`config.mk`:
```
export PLATFORM = sky130hd
export DESIGN_NAME = axicb_slv_rd_sched
export DESIGN_NICKNAME = d
export VERILOG_FILES = /design/src/rtl/axicb_pkg.sv /design/src/rtl/axicb_round_robin.sv /design/src/rtl/axicb_slv_rd_sched.sv
export SDC_FILE = /design/constraint.sdc
export NUM_CORES = 1
export LEC_CHECK = 0
export CAP_MARGIN = 10
export CORE_MARGIN = 4
export CORE_UTILIZATION = 38
export CTS_CLUSTER_SIZE = 25
export DETAILED_ROUTE_END_ITERATION = 10
export GPL_TIMING_DRIVEN = 1
export PLACE_DENSITY_LB_ADDON = 0.08
export SYNTH_ARGS = -nofsm -noshare
export SYNTH_HDL_FRONTEND = slang
export SYNTH_HIERARCHICAL = 1
export SYNTH_SLANG_ARGS = --single-unit
```
`constraint.sdc`:
```
create_clock -name aclk -period 3.73 [get_ports aclk]
set_input_delay 0.5595 -clock aclk [delete_from_list [all_inputs] [get_ports aclk]]
set_output_delay 0.5595 -clock aclk [all_outputs]
set_load 0.01 [all_outputs]
```
`src/rtl/axicb_pkg.sv`:
```
// ----------------------------------------------------------------------------
// axicb_pkg: shared crossbar types and ID-mask helper.          Rev 1.0
// ----------------------------------------------------------------------------
`default_nettype none

package axicb_pkg;

  typedef enum logic [0:0] {
    IDLE  = 1'b0,
    GRANT = 1'b1
  } sched_state_t;

  typedef enum logic [0:0] {
    R_IDLE  = 1'b0,
    R_BURST = 1'b1
  } route_state_t;

  // Union of the ID prefixes actually in use; unused masters contribute nothing.
  function automatic logic [31:0] mask_all(input int mst_nb,
                                           input logic [31:0] m0,
                                           input logic [31:0] m1,
                                           input logic [31:0] m2,
                                           input logic [31:0] m3);
    logic [31:0] acc;
    acc = m0 | m1;
    if (mst_nb > 2) acc = acc | m2;
    if (mst_nb > 3) acc = acc | m3;
    return acc;
  endfunction

endpackage

`default_nettype wire

```
`src/rtl/axicb_round_robin.sv`:
```
// ----------------------------------------------------------------------------
// axicb_round_robin: first requester at or after the pointer wins. Rev 1.0
// ----------------------------------------------------------------------------
`default_nettype none

module axicb_round_robin #(
  parameter int MST_NB = 4
) (
  input  logic [MST_NB-1:0]         i_req,
  input  logic [$clog2(MST_NB)-1:0] i_ptr,
  output logic [MST_NB-1:0]         o_grant
);

  logic w_found;

  // Upper pass covers [ptr, MST_NB), lower pass wraps around to [0, ptr).
  always_comb begin
    o_grant = '0;
    w_found = 1'b0;
    for (int k = 0; k < MST_NB; k++) begin
      if (!w_found && i_req[k] && (k >= int'(i_ptr))) begin
        o_grant[k] = 1'b1;
        w_found    = 1'b1;
      end
    end
    for (int k = 0; k < MST_NB; k++) begin
      if (!w_found && i_req[k] && (k < int'(i_ptr))) begin
        o_grant[k] = 1'b1;
        w_found    = 1'b1;
      end
    end
  end

endmodule

`default_nettype wire

```
`src/rtl/axicb_slv_rd_sched.sv`:
```
// ----------------------------------------------------------------------------
// axicb_slv_rd_sched: slave-side AR arbiter, outstanding limiter, R router. Rev 1.0
// ----------------------------------------------------------------------------
`default_nettype none

module axicb_slv_rd_sched
  import axicb_pkg::*;
#(
  parameter int                  AXI_ID_W        = 8,
  parameter int                  MST_NB          = 4,
  parameter int                  SLV_OSTDREQ_NUM = 4,
  parameter logic [AXI_ID_W-1:0] MST0_ID_MASK    = 'h10,
  parameter logic [AXI_ID_W-1:0] MST1_ID_MASK    = 'h20,
  parameter logic [AXI_ID_W-1:0] MST2_ID_MASK    = 'h30,
  parameter logic [AXI_ID_W-1:0] MST3_ID_MASK    = 'h40,
  parameter int                  ARCH_W          = 8,
  parameter int                  RCH_W           = 8
) (
  input  logic                     aclk,
  input  logic                     aresetn,
  input  logic                     srst,
  input  logic [MST_NB-1:0]        i_arvalid,
  output logic [MST_NB-1:0]        i_arready,
  input  logic [MST_NB*ARCH_W-1:0] i_arch,
  output logic [MST_NB-1:0]        i_rvalid,
  input  logic [MST_NB-1:0]        i_rready,
  output logic [MST_NB-1:0]        i_rlast,
  output logic [RCH_W-1:0]         i_rch,
  output logic                     o_arvalid,
  input  logic                     o_arready,
  output logic [ARCH_W-1:0]        o_arch,
  input  logic                     o_rvalid,
  output logic                     o_rready,
  input  logic                     o_rlast,
  input  logic [RCH_W-1:0]         o_rch,
  output logic                     o_rid_err
);

  localparam int c_ptr_w = $clog2(MST_NB);
  localparam int c_cnt_w = $clog2(SLV_OSTDREQ_NUM + 1);
  localparam logic [AXI_ID_W-1:0] c_mask_all = AXI_ID_W'(mask_all(MST_NB,
      32'(MST0_ID_MASK), 32'(MST1_ID_MASK), 32'(MST2_ID_MASK), 32'(MST3_ID_MASK)));
  localparam logic [4*AXI_ID_W-1:0] c_masks =
      {MST3_ID_MASK, MST2_ID_MASK, MST1_ID_MASK, MST0_ID_MASK};

  sched_state_t        r_ar_state, w_ar_state_nxt;
  route_state_t        r_r_state, w_r_state_nxt;
  logic [c_ptr_w-1:0]  r_gnt, w_gnt_nxt, r_ptr, w_ptr_nxt, w_win_idx;
  logic [c_cnt_w-1:0]  r_ostd, w_ostd_nxt;
  logic [MST_NB-1:0]   r_route, w_route_nxt, w_win, w_dec, w_route;
  logic                r_rseen, w_rseen_nxt;
  logic                w_ar_hs, w_r_hs, w_rlast_hs, w_ostd_full, w_hit;

  axicb_round_robin #(.MST_NB(MST_NB)) u_rr (
    .i_req   (i_arvalid),
    .i_ptr   (r_ptr),
    .o_grant (w_win)
  );

  always_comb begin
    w_win_idx = '0;
    for (int k = 0; k < MST_NB; k++) begin
      if (w_win[k]) w_win_idx = c_ptr_w'(k);
    end
  end

  assign w_ar_hs     = (r_ar_state == GRANT) & i_arvalid[r_gnt] & o_arready;
  assign w_r_hs      = o_rvalid & o_rready;
  assign w_rlast_hs  = w_r_hs & o_rlast;
  assign w_ostd_full = (r_ostd >= c_cnt_w'(SLV_OSTDREQ_NUM));

  // AR arbitration: the grant stays locked on one master until its handshake.
  always_comb begin
    w_ar_state_nxt = r_ar_state;
    w_gnt_nxt      = r_gnt;
    w_ptr_nxt      = r_ptr;
    o_arvalid      = 1'b0;
    i_arready      = '0;
    o_arch         = i_arch[r_gnt*ARCH_W +: ARCH_W];
    case (r_ar_state)
      IDLE: begin
        if ((|i_arvalid) && !w_ostd_full) begin
          w_gnt_nxt      = w_win_idx;
          w_ar_state_nxt = GRANT;
        end
      end
      GRANT: begin
        o_arvalid        = i_arvalid[r_gnt];
        i_arready[r_gnt] = o_arready;
        if (w_ar_hs) begin
          w_ar_state_nxt = IDLE;
          w_ptr_nxt      = (int'(r_gnt) == MST_NB - 1) ? '0 : r_gnt + 1'b1;
        end
      end
      default: w_ar_state_nxt = IDLE;
    endcase
    if (srst) begin
      w_ar_state_nxt = IDLE;
      w_gnt_nxt      = '0;
      w_ptr_nxt      = '0;
    end
  end

  always_comb begin
    for (int m = 0; m < MST_NB; m++) begin
      w_dec[m] = ((o_rch[0 +: AXI_ID_W] & c_mask_all) == c_masks[m*AXI_ID_W +: AXI_ID_W]);
    end
  end

  // A route of all zeros means the ID belongs to nobody: drain and flag it.
  assign w_route   = (r_r_state == R_BURST) ? r_route : w_dec;
  assign w_hit     = |w_route;
  assign o_rready  = (o_rvalid | r_rseen) & (w_hit ? |(w_route & i_rready) : 1'b1);
  assign i_rvalid  = w_route & {MST_NB{o_rvalid}};
  assign i_rlast   = w_route & {MST_NB{o_rlast}};
  assign i_rch     = o_rch;
  assign o_rid_err = w_rlast_hs & ~w_hit;

  always_comb begin
    w_r_state_nxt = r_r_state;
    w_route_nxt   = r_route;
    w_rseen_nxt   = r_rseen | o_rvalid;
    w_ostd_nxt    = r_ostd;
    case (r_r_state)
      R_IDLE: begin
        if (w_r_hs && !o_rlast) begin
          w_route_nxt   = w_dec;
          w_r_state_nxt = R_BURST;
        end
      end
      R_BURST: begin
        if (w_rlast_hs) w_r_state_nxt = R_IDLE;
      end
      default: w_r_state_nxt = R_IDLE;
    endcase
    if (w_ar_hs && !w_rlast_hs && !w_ostd_full) begin
      w_ostd_nxt = r_ostd + 1'b1;
    end else if (!w_ar_hs && w_rlast_hs && (r_ostd != '0)) begin
      w_ostd_nxt = r_ostd - 1'b1;
    end
    if (srst) begin
      w_r_state_nxt = R_IDLE;
      w_route_nxt   = '0;
      w_rseen_nxt   = 1'b0;
      w_ostd_nxt    = '0;
    end
  end

  always_ff @(posedge aclk or negedge aresetn) begin
    if (!aresetn) begin
      r_ar_state <= IDLE;
      r_gnt      <= '0;
      r_ptr      <= '0;
      r_ostd     <= '0;
      r_r_state  <= R_IDLE;
      r_route    <= '0;
      r_rseen    <= 1'b0;
    end else begin
      r_ar_state <= w_ar_state_nxt;
      r_gnt      <= w_gnt_nxt;
      r_ptr      <= w_ptr_nxt;
      r_ostd     <= w_ostd_nxt;
      r_r_state  <= w_r_state_nxt;
      r_route    <= w_route_nxt;
      r_rseen    <= w_rseen_nxt;
    end
  end

endmodule

`default_nettype wire

```
# Word-level counts from Yosys, hierarchy flattened
# Index checks and enable logic that the tools add are counted.
# classes
n_lt_le_gt_ge	9
div	0
eq_ne	7
muxes	44
reduce_logical	41
bitwise	14
shifts	1
multipliers	0
n_addsub	3
# op_table
operator	n
$shiftx 32x6->8	1
$mux 1	23
$mux 4	5
$logic_and 1x1->1	19
$mux 2	9
$and 4x4->4	4
$reduce_or 4->1	3
$logic_not 1->1	10
$mux 3	3
$reduce_bool 2->1	4
$and 1x1->1	6
$eq 3x2->1 const B	2
$reduce_and 2->1	3
$reduce_bool 3->1	2
$ge 1x2->1 const A	2
$lt 1x2->1 const A	2
$ne 2x2->1 const B	2
$pmux 1 s2	2
$add 3x1->3 const B	1
$eq 3x1->1 const B	1
$eq 3x3->1 const B	1
$ge 3x3->1 const B	1
$lt 2x3->1 const B	1
$not 1->1	3
other kinds (9)	9
# word_totals
input_bits	54
out_inout_bits	31
elab_cells	126
latch_bits	0
n_memories	0
regBits	14
rom_bits	0
ram_bits	0

# Longest topological paths before layout
# Gate-level depths: netlist of the first run.
# depth
word_depth	31
depth_mapped	11

# Hierarchy
# Netlist of the first run, hierarchy kept.
# by_module_without_submodules
mod	cells_each	n_inst	seq_area_each_um2	area_per_inst_um2
axicb_slv_rd_sched	145	1	350.3	1370.1
axicb_round_robin	17	1	0.0	103.8

# Worst setup path after synthesis of the first run
# Ideal clock, no wire load.
# synth_path
path_kind	in2reg
startpoint	input o_rch[4]
endpoint	register r_ostd[1]
arrival_time_ns	2.613
path_stages	10
setup_slack_ns	1.050
n_path_buf	0
cell_sequence	nor2_1 -> xnor2_1 -> o2111ai_4 -> o21bai_4 -> and2_1 -> fa_1 -> or2_2 -> nor2b_1 -> mux2i_1 -> o221a_1
# synth_via
elab_chain_cells	13
# synth_rtl
element	line_no	text
start: declaration	axicb_slv_rd_sched.sv:35	input logic [RCH_W-1:0] o_rch,
$eq 3x1->1 (tied with other cells)	axicb_slv_rd_sched.sv:106	w_dec[m] = ((o_rch[0 +: AXI_ID_W] & c_mask_all) == c_masks[m*AXI_ID_W +: AXI_ID_W]);
$mux 4 *	axicb_slv_rd_sched.sv:111	assign w_route = (r_r_state == R_BURST) ? r_route : w_dec;
$and 4x4->4	axicb_slv_rd_sched.sv:113	assign o_rready = (o_rvalid | r_rseen) & (w_hit ? |(w_route & i_rready) : 1'b1);
$reduce_or 4->1	axicb_slv_rd_sched.sv:113	
$mux 1 *	axicb_slv_rd_sched.sv:113	
$and 1x1->1 *	axicb_slv_rd_sched.sv:113	
$and 1x1->1 *	axicb_slv_rd_sched.sv:68	assign w_r_hs = o_rvalid & o_rready;
$and 1x1->1 *	axicb_slv_rd_sched.sv:69	assign w_rlast_hs = w_r_hs & o_rlast;
$logic_not 1->1	axicb_slv_rd_sched.sv:136	if (w_ar_hs && !w_rlast_hs && !w_ostd_full) begin
$logic_and 1x1->1 (2 in a row)	axicb_slv_rd_sched.sv:136	
$mux 3	axicb_slv_rd_sched.sv:136	
$mux 3	axicb_slv_rd_sched.sv:141	if (srst) begin
end signal: assignment	axicb_slv_rd_sched.sv:162	r_ostd <= w_ostd_nxt;
end: declaration	axicb_slv_rd_sched.sv:49	logic [c_cnt_w-1:0] r_ostd, w_ostd_nxt;
# Every way passes the cells marked *; elsewhere a longest branch is shown, timed or not.
# A chain may end at the register's enable or synchronous reset.

# Worst setup path after layout of the first run
# layout_path
startpoint	input o_rch[6]
endpoint	output o_rready
# layout_via
elab_chain_cells	6
# layout_rtl
element	line_no	text
$eq 3x1->1 (tied with other cells)	axicb_slv_rd_sched.sv:106	
$mux 4 *	axicb_slv_rd_sched.sv:111	
$and 4x4->4	axicb_slv_rd_sched.sv:113	
$reduce_or 4->1	axicb_slv_rd_sched.sv:113	
$mux 1 *	axicb_slv_rd_sched.sv:113	
$and 1x1->1 *	axicb_slv_rd_sched.sv:113	
end: declaration	axicb_slv_rd_sched.sv:33	output logic o_rready,
# Marked as above.

==> flow_metrics.tcl, run 1 <==
set metrics [dict create \
    outcome "finished clean" \
    setup_slack_ns 0.5137 \
    power_density_nw_per_um2 329.4 \
    row_count 22 \
    postCtsResizedCells 0 \
    setup_viol_count_final 0 \
    maxSlewViolCount 0 \
    antennaDiodeCount 0 \
    cts.sinks 14 \
    die_w_um 69.67 \
    min_from "r_rseen$_DFF_PN0_" \
    r2r_cells 10 \
    drt_wl_total_um 4303 \
    finalHoldViolCount 0 \
    crit_required_ns 3.17 \
    worstMarginPinSlew_ns 0.6498 \
    end_kind "output port" \
    numCtsBuffers 3 \
    clockBufferDepth 2 \
    cellLeakagePower_uw 0.0008870 \
    path_class "primary input to output port" \
    hold_depth 2 \
    r2r_end "r_ostd[1]$_DFFE_PN0P_" \
    track_usage_pct 18.01 \
    antenna_found_initial 0 \
    rsz0062_at_grt "false" \
    worstSkewPairLatency_ns 0.25 \
    cp-start-kind "primary input" \
    ctsHoldBuffers 0 \
    port_buffers 74 \
    min_period_over_period_pct 86.23 \
    multi_input_comb_area_um2 978.4 \
    viasPerCell 5.253 \
    gp_congestion 0.7983 \
    drt_iter0_drc 36 \
    r2r_start "r_r_state$_DFF_PN0_" \
    drtPass1Iterations 4 \
    grt_pass1_vias 1383 \
    ir_drop_uv 189.0 \
    drc 0 \
    hold_class "register to register" \
    syn_to_final_growth_pct 54.81 \
    cp_data_arrival_time_ns 2.66 \
    start_util_pct 39.47 \
    tns_ns 0 \
    clk_pin_slew_ns 0.06 \
    synth_warnings 6 \
    fmax_mhz 310.9 \
    drive_gt1_share_pct 13.33 \
    final_common_cell "clkdlybuf4s50_1" \
    syn_area_um2 1445 \
    max_cap_violations 0 \
    ant_nets 0 \
    cts_tree "yes" \
    syn_inst 158 \
    place_ws_ns 0.3492 \
    ctsRootBufferMaster "clkbuf_8" \
    cp_max_fo 8 \
    die_h_um 69.67 \
    max-slew-margin-rel_pct 56.55 \
    post_drt_wl_per_cell_um 15.76 \
    final_cell_mix "clkdlybuf4s50_1 (74), nor2_1 (23), dfrtp_1 (14), nand2_1 (12), a21oi_1 (10)" \
    core_area_um2 3661 \
    regArea_um2 350.3 \
    htreeDepth 1 \
    fillers 322 \
    grt_max_degree 15 \
    grt_pass1_wl_um 7182 \
    min_period_ns 3.216 \
    pin_count 85 \
    grt_overflow 0 \
    fin_skew_ns 0.005149 \
    hpwl_um 3551 \
    hold_end "r_rseen$_DFF_PN0_" \
    rrSetupSlack_ns 0.96 \
    via_count 1434 \
    die_area_um2 4854 \
    nets 285 \
    cts_setup_buffers 0 \
    syn_avg_cell_area_um2 9.146 \
    syn_nets 217 \
]
[critical path, cell delays in order]
cell and delay [ns]:
clkdlybuf4s50_1 0.54, nand2b_1 0.24, o31ai_2 0.29, a22o_2 0.28, nor2_1 0.09, nor2_1 0.12, clkdlybuf4s50_1 0.55
[worst max-delay path by stage]
| stage | startpoint | to | depth (start not counted) |
|---|---|---|---|
| floorplan | o_rch[4] | r_ostd[1]$_DFFE_PN0P_ | 10 |
| global placement | o_rch[4] | r_ostd[1]$_DFFE_PN0P_ | 11 |
| detailed placement | o_rch[4] | r_ostd[1]$_DFFE_PN0P_ | 11 |
| CTS | o_rch[6] | o_rready | 7 |
| global route | o_rch[6] | o_rready | 7 |
| finish | o_rch[6] | o_rready | 7 |
[stage by stage]
| stage | hold WS, ns | power [µW] | instance area [µm²] | utilization [%] | cells |
|---|---|---|---|---|---|
| 3_5_place_dp | 0.4856 | 594.2 | 2182 | 59.60 | 269 |
| 6_report | 0.4936 | 736.8 | 2237 | 61.11 | 273 |
| 3_3_place_gp | 0.4802 | 583.5 | 2182 | 59.60 | 269 |
| 5_1_grt | 0.5318 | 791.7 | 2237 | 61.11 | 273 |
| 2_1_floorplan | 0.2639 | 427.4 | 1445 | - | 158 |
| 4_1_cts | 0.5018 | 745.6 | 2237 | 61.11 | 273 |
[layer usage]
layer / global-route usage (%) / wire length [µm] / vias up
met4: 2.340 / 27 / 0
met1: 24.20 / 1905 / 686
met3: 4.348 / 198 / 8
met2: 30.19 / 2172 / 43
met5: 0 / 0 / -
li1: - / - / 697
[flip-flops by register name (all words and copies together) (netlist names)]
| signal | cells |
|---|---|
| r_ar_state | 1 |
| r_gnt | 2 |
| r_ostd | 3 |
| r_ptr | 2 |
| r_r_state | 1 |
| r_route | 4 |
| r_rseen | 1 |
[layout make-up]
| cell class | count | area share (%) |
|---|---|---|
| repair buffers | 77 | 34.12 |
| inverters | 8 | 1.342 |
| flip-flops and latches | 14 | 15.66 |
| clock buffers | 4 | 2.461 |
| multi-input cells | 122 | 43.74 |
| well taps | 48 | 2.685 |
[power breakdown]
part	internal (µW)	leakage [µW]	switching, µW
sequential	172	0.000187	40.1
clock	93.5	0.0000288	54.4
combinational	222	0.000671	155
(Power assumes the default switching activity.)
==> run 2: changes to the inputs <==
--- a/config.mk
+++ b/config.mk
@@ -8,6 +8,7 @@
 export CAP_MARGIN = 10
 export CORE_MARGIN = 4
 export CORE_UTILIZATION = 38
+export CTS_CLUSTER_DIAMETER = 100
 export CTS_CLUSTER_SIZE = 25
 export DETAILED_ROUTE_END_ITERATION = 10
 export GPL_TIMING_DRIVEN = 1
==> results of run 2 <==
Same layout as run 1: the final DEF is identical, and so are final timing and power.
